File: src/rtl/alu_mult_sequencer.sv
// Multi-cycle unsigned multiply (MULTU) controller. It borrows the shared
// execute-stage ALU for a shift-add loop of WIDTH iterations and produces a
// 2*WIDTH-bit {hi,lo} product. While busy, the CPU stalls and routes the ALU
// operands from this block whenever alu_sel is high.
module alu_mult_sequencer #(
   parameter int WIDTH = 32,
   parameter int CNT_W = 5
) (
   input  logic             clk,
   input  logic             reset,
   input  logic             start,
   input  logic [WIDTH-1:0] op_a,
   input  logic [WIDTH-1:0] op_b,
   output logic             busy,
   output logic             done,
   output logic [WIDTH-1:0] hi,
   output logic [WIDTH-1:0] lo,
   output logic             alu_sel,
   output logic [WIDTH-1:0] alu_a,
   output logic [WIDTH-1:0] alu_b,
   output logic [5:0]       alu_opcode,
   output logic [5:0]       alu_funct,
   input  logic [WIDTH-1:0] alu_res,
   input  logic             alu_carryout
);

   localparam logic [5:0] RTYPE_OP  = 6'b000000;
   localparam logic [5:0] ADD_FUNCT = 6'b100000;
   localparam logic [CNT_W-1:0] LAST_ITER = CNT_W'(WIDTH - 1);

   typedef enum logic [1:0] {
      IDLE = 2'd0,
      CALC = 2'd1,
      DONE = 2'd2
   } state_t;

   state_t           state;
   state_t           state_nxt;
   logic [CNT_W-1:0] count;
   logic [WIDTH-1:0] mreg;
   logic [WIDTH:0]   acc;

   // Partial sum for this iteration: the ALU's hi+mreg (with carry) when the
   // current multiplier bit is set, otherwise the unchanged hi word.
   assign acc = lo[0] ? {alu_carryout, alu_res} : {1'b0, hi};

   // State register.
   // NOTE: every clocked process uses non-blocking assignments so all
   // registers update together from the values present before the edge.
   always_ff @(posedge clk or posedge reset) begin
      if (reset) state <= IDLE;
      else       state <= state_nxt;
   end

   // Next-state decode; start is honoured only in IDLE, DONE always returns.
   // NOTE: state_nxt gets a default before the case so no path leaves it
   // unassigned, which would otherwise infer a latch.
   always_comb begin
      state_nxt = state;
      case (state)
         IDLE:    if (start) state_nxt = CALC;
         CALC:    if (count == LAST_ITER) state_nxt = DONE;
         DONE:    state_nxt = IDLE;
         default: state_nxt = IDLE;
      endcase
   end

   // Datapath: capture operands on acceptance, then shift the 33-bit partial
   // sum right through {hi,lo} once per CALC cycle. Outside CALC the product
   // words hold, so hi/lo stay valid until the next accepted start.
   always_ff @(posedge clk or posedge reset) begin
      if (reset) begin
         count <= '0;
         mreg  <= '0;
         hi    <= '0;
         lo    <= '0;
      end else begin
         case (state)
            IDLE: begin
               if (start) begin
                  mreg  <= op_a;
                  hi    <= '0;
                  lo    <= op_b;
                  count <= '0;
               end
            end
            CALC: begin
               hi    <= acc[WIDTH:1];
               lo    <= {acc[0], lo[WIDTH-1:1]};
               count <= count + CNT_W'(1);
            end
            default: ;
         endcase
      end
   end

   // Moore status outputs and the ALU operand/control feed.
   assign busy       = (state != IDLE);
   assign done       = (state == DONE);
   assign alu_sel    = (state == CALC);
   assign alu_a      = hi;
   assign alu_b      = mreg;
   assign alu_opcode = RTYPE_OP;
   assign alu_funct  = ADD_FUNCT;

endmodule
File: config.mk
export PLATFORM = sky130hd
export DESIGN_NAME = alu_mult_sequencer
export DESIGN_NICKNAME = d
export VERILOG_FILES = /design/src/rtl/alu_mult_sequencer.sv
export SDC_FILE = /design/constraint.sdc
export NUM_CORES = 1
export LEC_CHECK = 0
export ABC_AREA = 1
export ABC_CLOCK_PERIOD_IN_PS = 4900
export BUFFER_PORTS_ARGS = -buffer_cell sky130_fd_sc_hd__clkbuf_2
export CAP_MARGIN = 20
export CORE_MARGIN = 2
export CORE_UTILIZATION = 49
export CTS_CLUSTER_DIAMETER = 60
export CTS_CLUSTER_SIZE = 25
export DETAILED_ROUTE_END_ITERATION = 8
export GPL_TIMING_DRIVEN = 0
export PLACE_DENSITY = 0.84
export SLEW_MARGIN = 10
export SYNTH_ARGS = -nofsm -noshare
export SYNTH_HDL_FRONTEND = slang
export SYNTH_SLANG_ARGS = --single-unit
File: constraint.sdc
create_clock -name clk -period 4.9 [get_ports clk]
set_input_delay 0.735 -clock clk [delete_from_list [all_inputs] [get_ports clk]]
set_output_delay 0.735 -clock clk [all_outputs]
set_load 0.01 [all_outputs]
==> reports/qor.yml, run 1 <==
status: "complete, no violations"
final_nets: 926
cp.required_ns: 4.16
syn_area_per_cell_sq_um: 8.24
finalWeightedCongestion: 0.842
power.density_mw_per_mm2: 645
r2r_end: "lo[0]"
ys_ff_latch: 103
synth_warnings: 0
finalSetupViolations: 0
drt-wirelength-per-cell_microns: 13.8
ctsResizeCount: 0
max_freq_ghz: 0.452
synth_cells: 572
crit_arrival_ns: 1.48
rsz0062_at_grt: "no"
die_w_microns: 102
vias: 4699
antenna_found_initial: 0
htreeDepth: 3
worstMarginPinSlew_ns: 0.805
grt_max_degree: 64
layout-drive-gt1-share_pct: 39.1
layout_min_cycle_time_ns: 2.21
worstSetupStartpoint: "state[1]"
die_area_sq_mm: 0.0104
cts_sinks: 103
row_count: 35
total_leakage_power_nw: 3.55
synth.distinct_cells: 19
firstDrtPassIters: 5
clockBufferDepth: 2
max-cap-violations: 0
setup_tns_ns: 0
routed_via_density: 4.91
worstPathMaxFanout: 10
tritoncts: "built"
areaGrowthSynthToFinish_pct: 33.2
dp.cells: 942
ff2ff_setup_slack_ns: 3.48
crit_type: "reg2out"
hold_viol: 0
maxSlewHeadroom_pct: 46.3
antenna_cells: 0
skew_ns: 0.0174
fp.dieH_microns: 102
grt_pass1_wl_microns: 20000
io_pins: 243
grt_pass1_vias: 4219
reg2reg_depth: 5
cts-root-buf: "clkbuf_8"
seq_area_frac_synth_pct: 54.7
instances_no_fill: 958
drt_iter0_drc: 243
start_util_pct: 50.8
ant_nets: 0
setup.worst_path.end: "alu_sel"
holdBufCountCts: 0
portBuffers: 230
insertion_delay_ns: 0.36
core-area_sq_mm: 0.00928
drc: 0
gr-usage-all-layers_pct: 24.4
post_cts_buffers: 0
grt.overflow.total: 0
worst_setup_path_start_kind: "flip-flop"
end_kind: "output pin"
r2r-start: "state[0]"
clk_pin_slew_worst_paths_ns: 0.09
finalCritPeriodShare_pct: 45.1
syn-cell-area_sq_mm: 0.00472
cts_made_buffers: 9
hold_path.class: "reg2reg"
post-dp-hpwl_microns: 10000
finalWirelength_microns: 13200
max-vdd-ir-drop_v: 0.000282
finalMaxSlewViolations: 0
## worst max-delay path, cell delays in order, from the launching register on
cell	delay [ns]
dfrtp_1	0.38
inv_2	0.10
nand2_2	0.09
inv_2	0.13
buf_2	0.25
clkbuf_2	0.18
## registers in the layout, indices dropped and copies added (netlist names)
name and cells:
count 5, lo 32, state 2, alu_a 32
alu_b 32
## per-layer routing
metal | wire [microns] | GRT usage (%) | vias up
li1 | - | - | 2243
met1 | 5230 | 30.4 | 2169
met2 | 6550 | 41.9 | 262
met3 | 1120 | 5.40 | 25
met4 | 266 | 8.62 | 0
met5 | 0 | 0 | -
## how the worst min path moves through the flow
stage | end | slack (ns) | depth (start not counted) | startpoint
2_1_floorplan | count[4] | 0.45 | 2 | count[4]
3_3_place_gp | count[4] | 0.46 | 2 | count[4]
3_5_place_dp | alu_b[0] | 0.47 | 2 | alu_b[0]
4_1_cts | count[4] | 0.49 | 2 | count[4]
5_1_grt | alu_b[24] | 0.52 | 2 | alu_b[24]
6_report | alu_b[31] | 0.49 | 2 | alu_b[31]
## layout make-up
type | instances | area [sq um]
Multi-Input combinational cell | 393 | 1640
Sequential cell | 103 | 2580
Timing Repair Buffer | 231 | 1170
Buffer | 74 | 492
Clock inverter | 6 | 67.6
Tap cell | 129 | 161
Clock buffer | 10 | 128
Inverter | 12 | 47.5
Fill cell | 773 | 3000
## kinds of logic after synthesis
family | after synthesis | synth area share, %
buffers and inverters | 86 | 11.4
other | 2 | 0.159
adders and majority gates | 2 | 0.531
DFF | 103 | 54.7
and+or+nand+nor | 310 | 25.8
AOI/OAI and AO/OA | 69 | 7.46
## where the power goes
| group | switching (W) | total [W] | internal [W] | leakage [nW] |
|---|---|---|---|---|
| Clock | 0.000299 | 0.000539 | 0.000240 | 0.0933 |
| Sequential | 0.000353 | 0.00161 | 0.00126 | 1.27 |
| Combinational | 0.00105 | 0.00191 | 0.000857 | 2.19 |
| Total | 0.00170 | 0.00406 | 0.00235 | 3.55 |
## placed cells by master (no fill, tap or decap), types with 5 or more instances in the layout
cell,instances
nand2_1,240
conb_1,12
inv_1,6
clkbuf_8,9
clkbuf_1,6
o21ai_0,36
buf_2,16
o21ai_1,31
nor2_1,33
nand3_1,34
clkbuf_2,232
buf_4,51
dfrtp_1,103
inv_2,5
## synth_stat cells (all sizes together)
cell	instances	area (sq um)
buf	67	463
nor2	33	124
inv	12	45.1
nand3	35	180
dfrtp	103	2580
nand4	1	6.26
ha	2	25.0
o21ai	68	344
conb	2	7.51
o211ai	1	7.51
clkbuf	7	28.8
nand2	241	907
## metrics by stage
step | setup slack [ns] | area [sq um] | power, W | hold WS, ns | util (%)
CTS | 2.64 | 6280 | 0.00408 | 0.491 | 67.7
finish | 2.69 | 6280 | 0.00406 | 0.488 | 67.7
detailed placement | 3.04 | 6090 | 0.00354 | 0.469 | 65.6
global placement | 0.386 | 6070 | 0.00346 | 0.462 | 65.3
global route | 2.56 | 6280 | 0.00437 | 0.518 | 67.7
floorplan | 1.46 | 4750 | 0.00270 | 0.448 | -
Power figures use the tool's default switching activity.
==> inputs of run 2 (changes only) <==
--- a/config.mk
+++ b/config.mk
@@ -6,16 +6,16 @@
 export NUM_CORES = 1
 export LEC_CHECK = 0
 export ABC_AREA = 1
-export ABC_CLOCK_PERIOD_IN_PS = 4900
+export ABC_CLOCK_PERIOD_IN_PS = 2300
 export BUFFER_PORTS_ARGS = -buffer_cell sky130_fd_sc_hd__clkbuf_2
 export CAP_MARGIN = 20
 export CORE_MARGIN = 2
-export CORE_UTILIZATION = 49
+export CORE_UTILIZATION = 46
 export CTS_CLUSTER_DIAMETER = 60
 export CTS_CLUSTER_SIZE = 25
 export DETAILED_ROUTE_END_ITERATION = 8
 export GPL_TIMING_DRIVEN = 0
-export PLACE_DENSITY = 0.84
+export PLACE_DENSITY = 0.79
 export SLEW_MARGIN = 10
 export SYNTH_ARGS = -nofsm -noshare
 export SYNTH_HDL_FRONTEND = slang
==> constraint.sdc (replaced) <==
create_clock -name clk -period 2.3 [get_ports clk]
set_input_delay 0.345 -clock clk [delete_from_list [all_inputs] [get_ports clk]]
set_output_delay 0.345 -clock clk [all_outputs]
set_load 0.01 [all_outputs]
==> run 2 against run 1 <==
Clock power grew 110%; non-clock buffer count grew 1; global-route usage shrank 0.77 points; critical path depth is the same; sequential share of layout area shrank 0.15 points; hold slack lost 0.43 ns; wire length shrank 0.87%; clock skew shrank 0.0060 ns; sequential power grew 110%; flip-flop and latch count is the same; setup slack lost 2.2 ns; critical path type unchanged; largest cell class unchanged; largest power group unchanged.
==> reports/qor.yml, run 2 (synthesis results as in run 1) <==
cts-root-buf: "clkbuf_8"
areaGrowthSynthToFinish_pct: 33.7
drt_iter0_drc: 262  # +7.8%
drt-wirelength-per-cell_microns: 13.6  # -1.4%
ff2ff_setup_slack_ns: 0.85  # -2.63 ns
finalWeightedCongestion: 0.859  # +2.0%
finalSetupViolations: 0  # unchanged
cp.required_ns: 1.96  # -2.20 ns
cts_sinks: 103  # unchanged
layout_min_cycle_time_ns: 1.82
worstMarginPinSlew_ns: 0.666  # -0.139 ns
antenna_cells: 0  # unchanged
end_kind: "output pin"
dp.cells: 947  # +0.53%
antenna_found_initial: 0  # unchanged
hold_path.class: "in2async"
row_count: 36  # +2.9%
final_cell_mix: "nand2_1, clkbuf_2, dfrtp_1"
grt_max_degree: 41  # -36%
crit_type: "reg2out"
max_freq_ghz: 0.550
clk_pin_slew_worst_paths_ns: 0.10  # about the same
finalWirelength_microns: 13100  # -0.87%
ctsResizeCount: 0  # unchanged
reg2reg_depth: 5  # unchanged
hold_viol: 0  # unchanged
instances_no_fill: 963  # +0.52%
grt_pass1_vias: 4257  # +0.90%
holdBufCountCts: 0  # unchanged
rsz0062_at_grt: "no"
die_area_sq_mm: 0.0111  # +6.3%
finalMaxSlewViolations: 0  # unchanged
total_leakage_power_nw: 3.56  # +0.15%
die_w_microns: 105  # +3.1%
pre_cts_ws_ns: 0.829  # -2.21 ns
ant_nets: 0  # unchanged
post-dp-hpwl_microns: 10300  # +2.4%
max-cap-violations: 0  # unchanged
finalCritPeriodShare_pct: 79.1
io_pins: 243  # unchanged
gr-usage-all-layers_pct: 23.6  # -0.77 points
power.density_mw_per_mm2: 1360  # +110%
portBuffers: 230  # unchanged
insertion_delay_ns: 0.35  # about the same
worstPathMaxFanout: 10  # unchanged
grt_pass1_wl_microns: 21000  # +5.2%
fp.dieH_microns: 105  # +3.1%
worst_setup_path_start_kind: "flip-flop"
vias: 4611  # -1.9%
htreeDepth: 3  # unchanged
layout_setup_ws_ns: 0.481  # -2.21 ns
r2r_end: "lo[0]"
setup_tns_ns: 0  # unchanged
drc: 0  # unchanged
cts_made_buffers: 9  # unchanged
clockBufferDepth: 2  # unchanged
start_util_pct: 47.8  # -3.0 points
fin_util_pct: 63.9  # -3.8 points
firstDrtPassIters: 4  # -1
layout_commonest_cell: "nand2_1"
maxSlewHeadroom_pct: 55.5  # +9.2 points
grt.overflow.total: 0  # unchanged
max-vdd-ir-drop_v: 0.000613  # +120%
tritoncts: "built"
skew_ns: 0.0114  # -0.00601 ns
r2r-start: "state[0]"
final_nets: 927  # +0.11%
status: "complete, no violations"
fill_cells: 859  # +11%
core-area_sq_mm: 0.00986  # +6.3%
layout-drive-gt1-share_pct: 38.9  # -0.17 points
crit_arrival_ns: 1.47  # about the same
routed_via_density: 4.79  # -2.4%
p_total_w: 0.00857  # +110%
post_cts_buffers: 0  # unchanged
-- run 2: worst max path at each step --
stage / start / to / slack, ns / cells after the start
floorplan: reset / alu_a[0] / 0.72 / 1
detailed placement: state[1] / alu_sel / 0.83 / 5
finish: state[1] / alu_sel / 0.48 / 5
global placement: reset / alu_a[9] / 0.08 / 2
global route: state[1] / alu_sel / 0.33 / 5
CTS: state[1] / alu_sel / 0.42 / 5
-- run 2: per-layer routing --
metal	share of wire, %	vias up	GRT usage [%]
li1	-	2247	-
met1	40	2144	29.0
met2	50	203	41.2
met3	7.7	17	5.13
met4	1.8	0	7.90
met5	0	-	0
-- run 2: metrics by stage --
stage                     area [sq um]  hold WS (ns)
after detailed placement          6110         0.450
after global routing              6310        0.0719
after CTS                         6310        0.0592
after global placement            6070         0.463
final                             6310        0.0616
after floorplan                   4760         0.448
-- run 2: final cells by class --
class | instances | area [sq um] | share of cell area, %
flip-flops and latches | 103 | 2580 | 40.9
inverters | 12 | 48.8 | 0.774
plain buffers | 74 | 492 | 7.80
clock inverters | 3 | 42.5 | 0.675
repair buffers | 232 | 1190 | 18.9
multi-input cells | 393 | 1640 | 26.0
clock buffers | 13 | 149 | 2.36
well taps | 133 | 166 | 2.64
-- run 2: where the power goes --
group	leakage, nW	total (W)	switching (W)	internal (W)
Clock	0.0936	0.00112	0.000582	0.000534
Combinational	2.20	0.00404	0.00221	0.00183
Sequential	1.27	0.00341	0.000738	0.00268
Total	3.56	0.00857	0.00353	0.00504
-- run 2: worst max-delay path, cell delays in order, from the launching register on --
cell	delay, ns
dfrtp_1	0.38
inv_2	0.10
nand2_2	0.09
inv_2	0.13
buf_2	0.24
clkbuf_2	0.18
